[config.mk]
export PLATFORM = sky130hd
export DESIGN_NAME = mc_ctrl
export DESIGN_NICKNAME = d
export VERILOG_FILES = /design/src/rtl/mc_ctrl.sv
export SDC_FILE = /design/constraint.sdc
export NUM_CORES = 1
export LEC_CHECK = 0
export BUFFER_PORTS_ARGS = -buffer_cell sky130_fd_sc_hd__buf_2
export CAP_MARGIN = 20
export CORE_MARGIN = 1
export CORE_UTILIZATION = 43
export CTS_CLUSTER_DIAMETER = 40
export CTS_CLUSTER_SIZE = 12
export DETAILED_ROUTE_END_ITERATION = 6
export PLACE_DENSITY = 0.79
export SLEW_MARGIN = 20
export SYNTH_ARGS = -nofsm -noshare
export SYNTH_HDL_FRONTEND = slang
export SYNTH_SLANG_ARGS = --single-unit
[constraint.sdc]
create_clock -name clk -period 1.9 [get_ports clk]
set_input_delay 0.095 -clock clk [delete_from_list [all_inputs] [get_ports clk]]
set_output_delay 0.095 -clock clk [all_outputs]
set_load 0.005 [all_outputs]
[src/rtl/mc_ctrl.sv]
// mc_ctrl: multi-cycle control FSM for the shared-datapath MIPS core.
// Each instruction is sequenced through FETCH/DECODE/EXEC/MEM/WB. The
// outputs are combinational from the registered state and the IR
// opcode/func fields.
// Optional build macro MC_MEM_WAIT_EN: when defined, MEM waits for
// dm_ready and aborts with a mem_err pulse after MEM_TIMEOUT cycles.
// When it is undefined, MEM always lasts one cycle.
module mc_ctrl #(
    parameter int MEM_TIMEOUT = 15
) (
    input  logic       clk,
    input  logic       reset,
    input  logic [5:0] opcode,
    input  logic [5:0] func,
    input  logic       cmp_true,
    input  logic       dm_ready,
    output logic       PCWr,
    output logic [1:0] PC_sel,
    output logic       IRWr,
    output logic       RegWrite,
    output logic [1:0] RegDst,
    output logic [1:0] DatatoReg,
    output logic       ALUSrc,
    output logic       ExtOp,
    output logic [2:0] ALUCtrl,
    output logic       MemRead,
    output logic       MemWrite,
    output logic [2:0] state,
    output logic       illegal,
    output logic       mem_err
);

    localparam logic [5:0] OP_RTYPE = 6'b000000;
    localparam logic [5:0] OP_BGEZ  = 6'b000001;
    localparam logic [5:0] OP_JAL   = 6'b000011;
    localparam logic [5:0] OP_BEQ   = 6'b000100;
    localparam logic [5:0] OP_SLTIU = 6'b001011;
    localparam logic [5:0] OP_ORI   = 6'b001101;
    localparam logic [5:0] OP_LUI   = 6'b001111;
    localparam logic [5:0] OP_LW    = 6'b100011;
    localparam logic [5:0] OP_SW    = 6'b101011;

    localparam logic [5:0] FN_JR    = 6'b001000;
    localparam logic [5:0] FN_ADDU  = 6'b100001;
    localparam logic [5:0] FN_SUBU  = 6'b100011;
    localparam logic [5:0] FN_OR    = 6'b100101;

    typedef enum logic [2:0] {
        S_FETCH  = 3'd0,
        S_DECODE = 3'd1,
        S_EXEC   = 3'd2,
        S_MEM    = 3'd3,
        S_WB     = 3'd4
    } state_t;

    state_t r_state;
    state_t w_next;

    // Instruction decode of the IR fields
    logic w_is_r, w_is_addu, w_is_subu, w_is_or, w_is_jr;
    logic w_is_ori, w_is_lui, w_is_sltiu, w_is_lw, w_is_sw;
    logic w_is_beq, w_is_bgez, w_is_jal, w_is_alu_r, w_legal;

    assign w_is_r     = (opcode == OP_RTYPE);
    assign w_is_addu  = w_is_r && (func == FN_ADDU);
    assign w_is_subu  = w_is_r && (func == FN_SUBU);
    assign w_is_or    = w_is_r && (func == FN_OR);
    assign w_is_jr    = w_is_r && (func == FN_JR);
    assign w_is_ori   = (opcode == OP_ORI);
    assign w_is_lui   = (opcode == OP_LUI);
    assign w_is_sltiu = (opcode == OP_SLTIU);
    assign w_is_lw    = (opcode == OP_LW);
    assign w_is_sw    = (opcode == OP_SW);
    assign w_is_beq   = (opcode == OP_BEQ);
    assign w_is_bgez  = (opcode == OP_BGEZ);
    assign w_is_jal   = (opcode == OP_JAL);
    assign w_is_alu_r = w_is_addu || w_is_subu || w_is_or;
    assign w_legal    = w_is_alu_r || w_is_jr || w_is_ori || w_is_lui ||
                        w_is_sltiu || w_is_lw || w_is_sw || w_is_beq ||
                        w_is_bgez || w_is_jal;

    logic [2:0] w_alu_ctrl;
    logic       w_alu_src;
    logic       w_ext_op;

    // ALU operation, operand source and immediate extension per instruction
    always_comb begin
        w_alu_ctrl = 3'b000;
        w_alu_src  = 1'b0;
        w_ext_op   = 1'b0;
        if (w_is_subu) begin
            w_alu_ctrl = 3'b001;
        end else if (w_is_or) begin
            w_alu_ctrl = 3'b011;
        end else if (w_is_ori) begin
            w_alu_ctrl = 3'b011;
            w_alu_src  = 1'b1;
        end else if (w_is_lui) begin
            w_alu_ctrl = 3'b100;
            w_alu_src  = 1'b1;
        end else if (w_is_sltiu) begin
            w_alu_ctrl = 3'b101;
            w_alu_src  = 1'b1;
            w_ext_op   = 1'b1;
        end else if (w_is_lw || w_is_sw) begin
            w_alu_src  = 1'b1;
            w_ext_op   = 1'b1;
        end else if (w_is_beq) begin
            w_alu_ctrl = 3'b010;
        end else if (w_is_bgez) begin
            w_alu_ctrl = 3'b110;
        end
    end

`ifdef MC_MEM_WAIT_EN
    localparam int CNT_W = $clog2(MEM_TIMEOUT + 1);
    localparam logic [CNT_W-1:0] TIMEOUT_LAST = CNT_W'(MEM_TIMEOUT - 1);

    logic [CNT_W-1:0] r_wait_cnt;

    // MEM wait counter: zero outside MEM, counts each cycle spent waiting
    always_ff @(posedge clk) begin
        if (reset || (r_state != S_MEM)) begin
            r_wait_cnt <= '0;
        end else begin
            r_wait_cnt <= r_wait_cnt + CNT_W'(1);
        end
    end
`else
    logic w_unused;
    assign w_unused = dm_ready & (MEM_TIMEOUT > 0);
`endif

    // State register; reset always returns to FETCH
    always_ff @(posedge clk) begin
        if (reset) begin
            r_state <= S_FETCH;
        end else begin
            r_state <= w_next;
        end
    end

    assign state = reset ? 3'd0 : r_state;

    // Next-state and per-state control outputs; reset masks every output
    always_comb begin
        w_next    = r_state;
        PCWr      = 1'b0;
        PC_sel    = 2'b00;
        IRWr      = 1'b0;
        RegWrite  = 1'b0;
        RegDst    = 2'b00;
        DatatoReg = 2'b00;
        ALUSrc    = 1'b0;
        ExtOp     = 1'b0;
        ALUCtrl   = 3'b000;
        MemRead   = 1'b0;
        MemWrite  = 1'b0;
        illegal   = 1'b0;
        mem_err   = 1'b0;

        case (r_state)
            S_FETCH: begin
                IRWr   = 1'b1;
                PCWr   = 1'b1;
                w_next = S_DECODE;
            end
            S_DECODE: begin
                if (w_is_jal) begin
                    RegWrite  = 1'b1;
                    RegDst    = 2'b10;
                    DatatoReg = 2'b10;
                    PCWr      = 1'b1;
                    PC_sel    = 2'b10;
                    w_next    = S_FETCH;
                end else if (w_is_jr) begin
                    PCWr   = 1'b1;
                    PC_sel = 2'b11;
                    w_next = S_FETCH;
                end else if (!w_legal) begin
                    illegal = 1'b1;
                    w_next  = S_FETCH;
                end else begin
                    w_next = S_EXEC;
                end
            end
            S_EXEC: begin
                ALUCtrl = w_alu_ctrl;
                ALUSrc  = w_alu_src;
                ExtOp   = w_ext_op;
                if (w_is_beq || w_is_bgez) begin
                    PCWr   = cmp_true;
                    PC_sel = 2'b01;
                    w_next = S_FETCH;
                end else if (w_is_lw || w_is_sw) begin
                    w_next = S_MEM;
                end else begin
                    w_next = S_WB;
                end
            end
            S_MEM: begin
                ALUCtrl  = w_alu_ctrl;
                ALUSrc   = w_alu_src;
                ExtOp    = w_ext_op;
                MemRead  = w_is_lw;
                MemWrite = w_is_sw;
`ifdef MC_MEM_WAIT_EN
                if (dm_ready) begin
                    w_next = w_is_lw ? S_WB : S_FETCH;
                end else if (r_wait_cnt == TIMEOUT_LAST) begin
                    mem_err = 1'b1;
                    w_next  = S_FETCH;
                end else begin
                    w_next = S_MEM;
                end
`else
                w_next = w_is_lw ? S_WB : S_FETCH;
`endif
            end
            S_WB: begin
                ALUCtrl   = w_alu_ctrl;
                ALUSrc    = w_alu_src;
                ExtOp     = w_ext_op;
                RegWrite  = 1'b1;
                RegDst    = w_is_alu_r ? 2'b01 : 2'b00;
                DatatoReg = w_is_lw ? 2'b01 : 2'b00;
                w_next    = S_FETCH;
            end
            default: begin
                w_next = S_FETCH;
            end
        endcase

        if (reset) begin
            w_next    = S_FETCH;
            PCWr      = 1'b0;
            PC_sel    = 2'b00;
            IRWr      = 1'b0;
            RegWrite  = 1'b0;
            RegDst    = 2'b00;
            DatatoReg = 2'b00;
            ALUSrc    = 1'b0;
            ExtOp     = 1'b0;
            ALUCtrl   = 3'b000;
            MemRead   = 1'b0;
            MemWrite  = 1'b0;
            illegal   = 1'b0;
            mem_err   = 1'b0;
        end
    end

endmodule

### After elaboration in Yosys (flattened, before gate mapping)

Cells that the tools add are included.

| word-level totals | value |
|---|---|
| word-level logic and storage cells | 100 |
| input bits | 16 |
| output and inout bits | 21 |
| latch bits | 0 |
| memories | 0 |
| memory bits (read-only) | 0 |
| bits in registers | 3 |
| RAM bits | 0 |

| cells by class | value |
|---|---|
| magnitude comparators | 0 |
| bitwise operators | 0 |
| reductions and logical operators | 20 |
| multiplexer cells | 63 |
| multipliers | 0 |
| shift-type cells | 0 |
| add/subtract/negate cells | 0 |
| divide/modulo/power cells | 0 |
| equal/unequal tests | 16 |

Operator list:

| cell | count |
|---|---|
| $mux W3 | 14 |
| $mux W1 | 34 |
| $eq A6 B6 Y1 const B | 5 |
| $eq A6 B4 Y1 const B | 4 |
| $mux W2 | 9 |
| $logic_or A1 B1 Y1 | 13 |
| $pmux W2 S2 | 3 |
| $pmux W3 S4 | 1 |
| $eq A3 B2 Y1 const B | 2 |
| $eq A6 B1 Y1 const B | 1 |
| $eq A6 B2 Y1 const B | 1 |
| $eq A6 B3 Y1 const B | 1 |
| $logic_not A6 Y1 | 1 |
| $logic_and A1 B1 Y1 | 4 |
| $eq A3 B1 Y1 const B | 1 |
| $eq A3 B3 Y1 const B | 1 |
| $logic_not A3 Y1 | 1 |
| $pmux W1 S3 | 1 |
| $reduce_or A3 Y1 | 1 |
| $pmux W1 S2 | 1 |

### Longest topological paths before layout

| logic depth | value |
|---|---|
| depth after elaboration | 18 |
| gate-level depth with buffers | 6 |
| gate-level depth less buffers | 5 |

### Least setup slack after synthesis

Ideal clock, no wire load.

| timing path | value |
|---|---|
| path kind | input to register |
| start | input port func[0] |
| end | register r_state[1] |
| arrival | 1.297 ns |
| path buffers | 0 |
| cell stages on the path | 5 |
| setup time | 0.117 ns |
| path slack | 0.486 ns |
| path through | or4b_4 nand2b_4 o21a_1 and3_4 a32o_1 |

| between the ends | value |
|---|---|
| cells in the longest elaborated chain, start to end | 17 |
| elaborated cells on any way between the ends | 23 |

RTL lines:

| item | line | text |
|---|---|---|
| start, declared | 14 | `input logic [5:0] func,` |
| $eq A6 B6 Y1, on equally long branches | 65, 66 |  |
| $logic_and A1 B1 Y1, on equally long branches | 65, 66 |  |
| $logic_or A1 B1 Y1 (2 in series) | 77 | `assign w_is_alu_r = w_is_addu \|\| w_is_subu \|\| w_is_or;` |
| $logic_or A1 B1 Y1 (4 in series) | 78 | `assign w_legal = w_is_alu_r \|\| w_is_jr \|\| w_is_ori \|\| w_is_lui \|\|` |
| $logic_or A1 B1 Y1 (4 in series) | 79 | `w_is_sltiu \|\| w_is_lw \|\| w_is_sw \|\| w_is_beq \|\|` |
| $logic_or A1 B1 Y1 | 80 | `w_is_bgez \|\| w_is_jal;` |
| $mux W2 | 180 | `end else if (!w_legal) begin` |
| $mux W2 * | 176 | `end else if (w_is_jr) begin` |
| $mux W2 * | 169 | `if (w_is_jal) begin` |
| $pmux W3 S4 * | 162 | `case (r_state)` |
| end signal, assigned | 139 | `r_state <= w_next;` |
| end, declared | 56 | `state_t r_state;` |

Mark *: on every way between the ends. The rest lies on a longest branch, timed or not.
A chain may end at the register's enable or synchronous reset.

### Worst setup path after layout

| timing path | value |
|---|---|
| start | register r_state[2] |
| end | output port ALUSrc |

| between the ends | value |
|---|---|
| cells in the longest elaborated chain, start to end | 4 |
| elaborated cells on any way between the ends | 6 |

RTL lines:

| item | line | text |
|---|---|---|
| $eq A3 B2 Y1 / $eq A3 B3 Y1 (equally long branches) | 162 |  |
| $reduce_or A3 Y1 (no source line) * | n/a |  |
| $mux W1 * | 162 |  |
| $mux W1 * | 234 | `if (reset) begin` |
| end, declared | 23 | `output logic ALUSrc,` |

Marked as above.

==> impl_metrics.env <==
export IMPL_synthAdderAreaFrac_pct=0
export IMPL_hold_viol_final=0
export IMPL_clk_latency_ns=0.23
export IMPL_wl_per_cell_um=11.0
export IMPL_endpoint_kind="output pin"
export IMPL_start_util_pct=47.9
export IMPL_arrival_ns=1.57
export IMPL_die_area_um2=1660
export IMPL_synth_compound_area_share_pct=20.5
export IMPL_dp_hpwl_mm=1.28
export IMPL_totalWireLength_mm=1.61
export IMPL_synth_simple_area_share_pct=52.8
export IMPL_grtUsageTotal_pct=21.2
export IMPL_synth_xor_area_share_pct=5.42
export IMPL_ys_flop_type="dfxtp_1"
export IMPL_r2r_slack_ns=0.84
export IMPL_setup_tns_ns=0
export IMPL_top_regs="r_state: 3 flops"
export IMPL_fin_total_pwr_mw=0.282
export IMPL_syn_area_um2=647
export IMPL_area_delta_synth_final_pct=28.6
export IMPL_rr_worst_depth=3
export IMPL_synthMuxAreaShare_pct=1.55
export IMPL_cp_start_kind="flip-flop"
export IMPL_clk_path_buf_depth=2
export IMPL_worstReg2RegEnd="r_state[1]"
export IMPL_power_density_nw_per_um2=339
export IMPL_hold_depth=2
export IMPL_synthCells=99
export IMPL_coreArea_um2=1350
export IMPL_internal_power_mw=0.191
export IMPL_port_buffers=34
export IMPL_setup_ws_ns=0.232
export IMPL_grt_start_max_net_pins=15
export IMPL_synth_edff_count=0
export IMPL_worstPathRequired_ns=1.80
export IMPL_grt_pass1_vias=597
export IMPL_hp_class="in2reg"
export IMPL_cts_tree="built"
export IMPL_synth_net_count=115
export IMPL_rows=13
export IMPL_place_ws_ns=0.287
export IMPL_clock_skew_ns=0.000156
export IMPL_drc_errors=0
export IMPL_largest_reg_flops=3
export IMPL_maxCapViolations=0
export IMPL_h_tree_depth=1
export IMPL_status="finished clean"
export IMPL_cts_root_buf="clkbuf_4"
export IMPL_drt_iter0_drc=14
export IMPL_power_leakage_nw=0.390
export IMPL_final_setup_viol_count=0
export IMPL_place_congestion=0.771
export IMPL_hp_start="reset"
export IMPL_firstDrtPassIters=4
export IMPL_dpl_cell_area_um2=795
export IMPL_die_h_um=40.8
export IMPL_ys_warn_count=0
export IMPL_timing_final_crit_share_pct=87.8
export IMPL_cts_setup_buffers=0
export IMPL_cp_max_fo=7
export IMPL_drive_gt1_share_pct=37.4
export IMPL_io_pins=37
export IMPL_diodes=0
export IMPL_synth_top_family_by_area="simple AND/OR/NAND/NOR gates"
export IMPL_grt_pass1_wl_mm=2.35
export IMPL_ant_nets=0
export IMPL_worst_ir_drop_vdd_mv=0.233
export IMPL_grt_setup_unrepaired="false"
export IMPL_cts_buffers=3
export IMPL_power_frac_clock_pct=39.3
export IMPL_path_clk_slew_ns=0.04
export IMPL_maxSlewViolCount=0
export IMPL_cts_sinks=3
export IMPL_antenna_found_initial=0
export IMPL_hold_path_end="r_state[2]"
export IMPL_die_width_um=40.8
export IMPL_reg2reg_from="r_state[0]"
export IMPL_async_flop_share_pct=0
export IMPL_design_area_um2=832
export IMPL_seqPwrFrac_pct=25.6
export IMPL_switching_power_mw=0.0915
export IMPL_num_vias=795
export IMPL_nets=148
export IMPL_crit_type="reg2out"
export IMPL_n_fill_cell=128
export IMPL_yosys_cell_types_count=43
export IMPL_synth_avg_cell_area_um2=6.53
export IMPL_largest_register="r_state"
export IMPL_pwr_share_comb_pct=35.1
export IMPL_fmax_ghz=0.600
export IMPL_period_needed_ns=1.67
export IMPL_swShare_pct=32.4
export IMPL_utilization_pct=61.6
export IMPL_ctsHoldBuffers=0
export IMPL_ys_seq_elements=3
export IMPL_gr_total_overflow=0
export IMPL_drt_vias_per_instance=5.45
export IMPL_ys_seq_area_share_pct=9.28
-- power groups by stage --
stage | logic [mW] | clock network [mW] | registers, mW
2_1_floorplan | 0.0719 | 0 | 0.0674
3_3_place_gp | 0.0963 | 0 | 0.0722
3_5_place_dp | 0.0985 | 0 | 0.0723
4_1_cts | 0.0988 | 0.117 | 0.0714
5_1_grt | 0.110 | 0.119 | 0.0731
6_report | 0.0990 | 0.111 | 0.0723
-- cells in the final DEF (no fill, tap or decap), drive strengths merged, types with 2 or more instances in the layout --
master,n
a21oi,5
and3,2
buf,36
clkbuf,4
dfxtp,3
inv,2
nand2,5
nand2b,3
nand3,4
nand4,3
nor2,20
nor2b,8
nor3,5
nor3b,4
nor4,2
o21a,2
o21ai,2
xnor2,2
xor2,2
-- timing repair --
action                                  CTS  global route
gates resized for setup                   0             5
endpoints found under the hold margin     0             0
endpoints found under the setup margin    0             2
-- metal layers --
| layer | track usage, % | share of wire, % | vias to the layer above |
|---|---|---|---|
| met5 | 0 | 0 | - |
| met4 | 10.0 | 0 | 0 |
| met3 | 3.26 | 2.7 | 0 |
| met2 | 36.3 | 53 | 19 |
| met1 | 25.2 | 44 | 360 |
| li1 | - | - | 416 |
-- synthesized netlist by cell type, types with 2 or more instances --
cell type,count,area [um2]
a21oi_1,5,25.0
buf_4,2,15.0
clkbuf_1,3,11.3
dfxtp_1,3,60.1
inv_1,2,7.51
nand2_1,5,18.8
nand2b_1,2,12.5
nand3_1,3,15.0
nand4_1,3,18.8
nor2_1,20,75.1
nor2b_1,8,50.1
nor3_1,5,25.0
nor3b_1,4,30.0
nor4_1,2,12.5
o21a_1,2,15.0
xnor2_1,2,17.5
xor2_1,2,17.5
-- per-stage QoR --
stage	instances	hold WS, ns
5_1_grt	146	0.150
3_5_place_dp	142	0.382
6_report	146	0.139
2_1_floorplan	99	0.171
3_3_place_gp	142	0.368
4_1_cts	146	0.135
-- cell families after synthesis --
group	Yosys count
simple gates	61
xor+xnor	4
buf+inv	10
flops	3
mux	1
other cells	1
compound gates	19
-- area by class of cell --
type	instances	area (um2)	share of cell area (%)
inverter	2	7.51	0.902
clock buffer	4	26.3	3.16
sequential	3	63.8	7.67
timing repair buffer	36	185	22.3
multi-input combinational	86	531	63.8
tap	15	18.8	2.26
-- worst max-delay path, cell delays in order (launching register included) --
cell and delay [ns]:
dfxtp_2 0.37, nor3b_2 0.22, o21bai_1 0.18, nor2_1 0.11
o21ai_0 0.11, a211oi_1 0.21, buf_2 0.14
-- worst max path at each step --
stage | slack [ns] | depth (start not counted) | to | from
after global routing | 0.03 | 6 | ALUSrc | r_state[1]
after CTS | 0.08 | 6 | ALUSrc | r_state[1]
final | 0.23 | 6 | ALUSrc | r_state[2]
after floorplan | 0.49 | 5 | r_state[1] | func[0]
after global placement | 0.29 | 7 | illegal | func[2]
after detailed placement | 0.29 | 7 | illegal | func[2]
No activity file was read; power rests on OpenSTA's default activity.
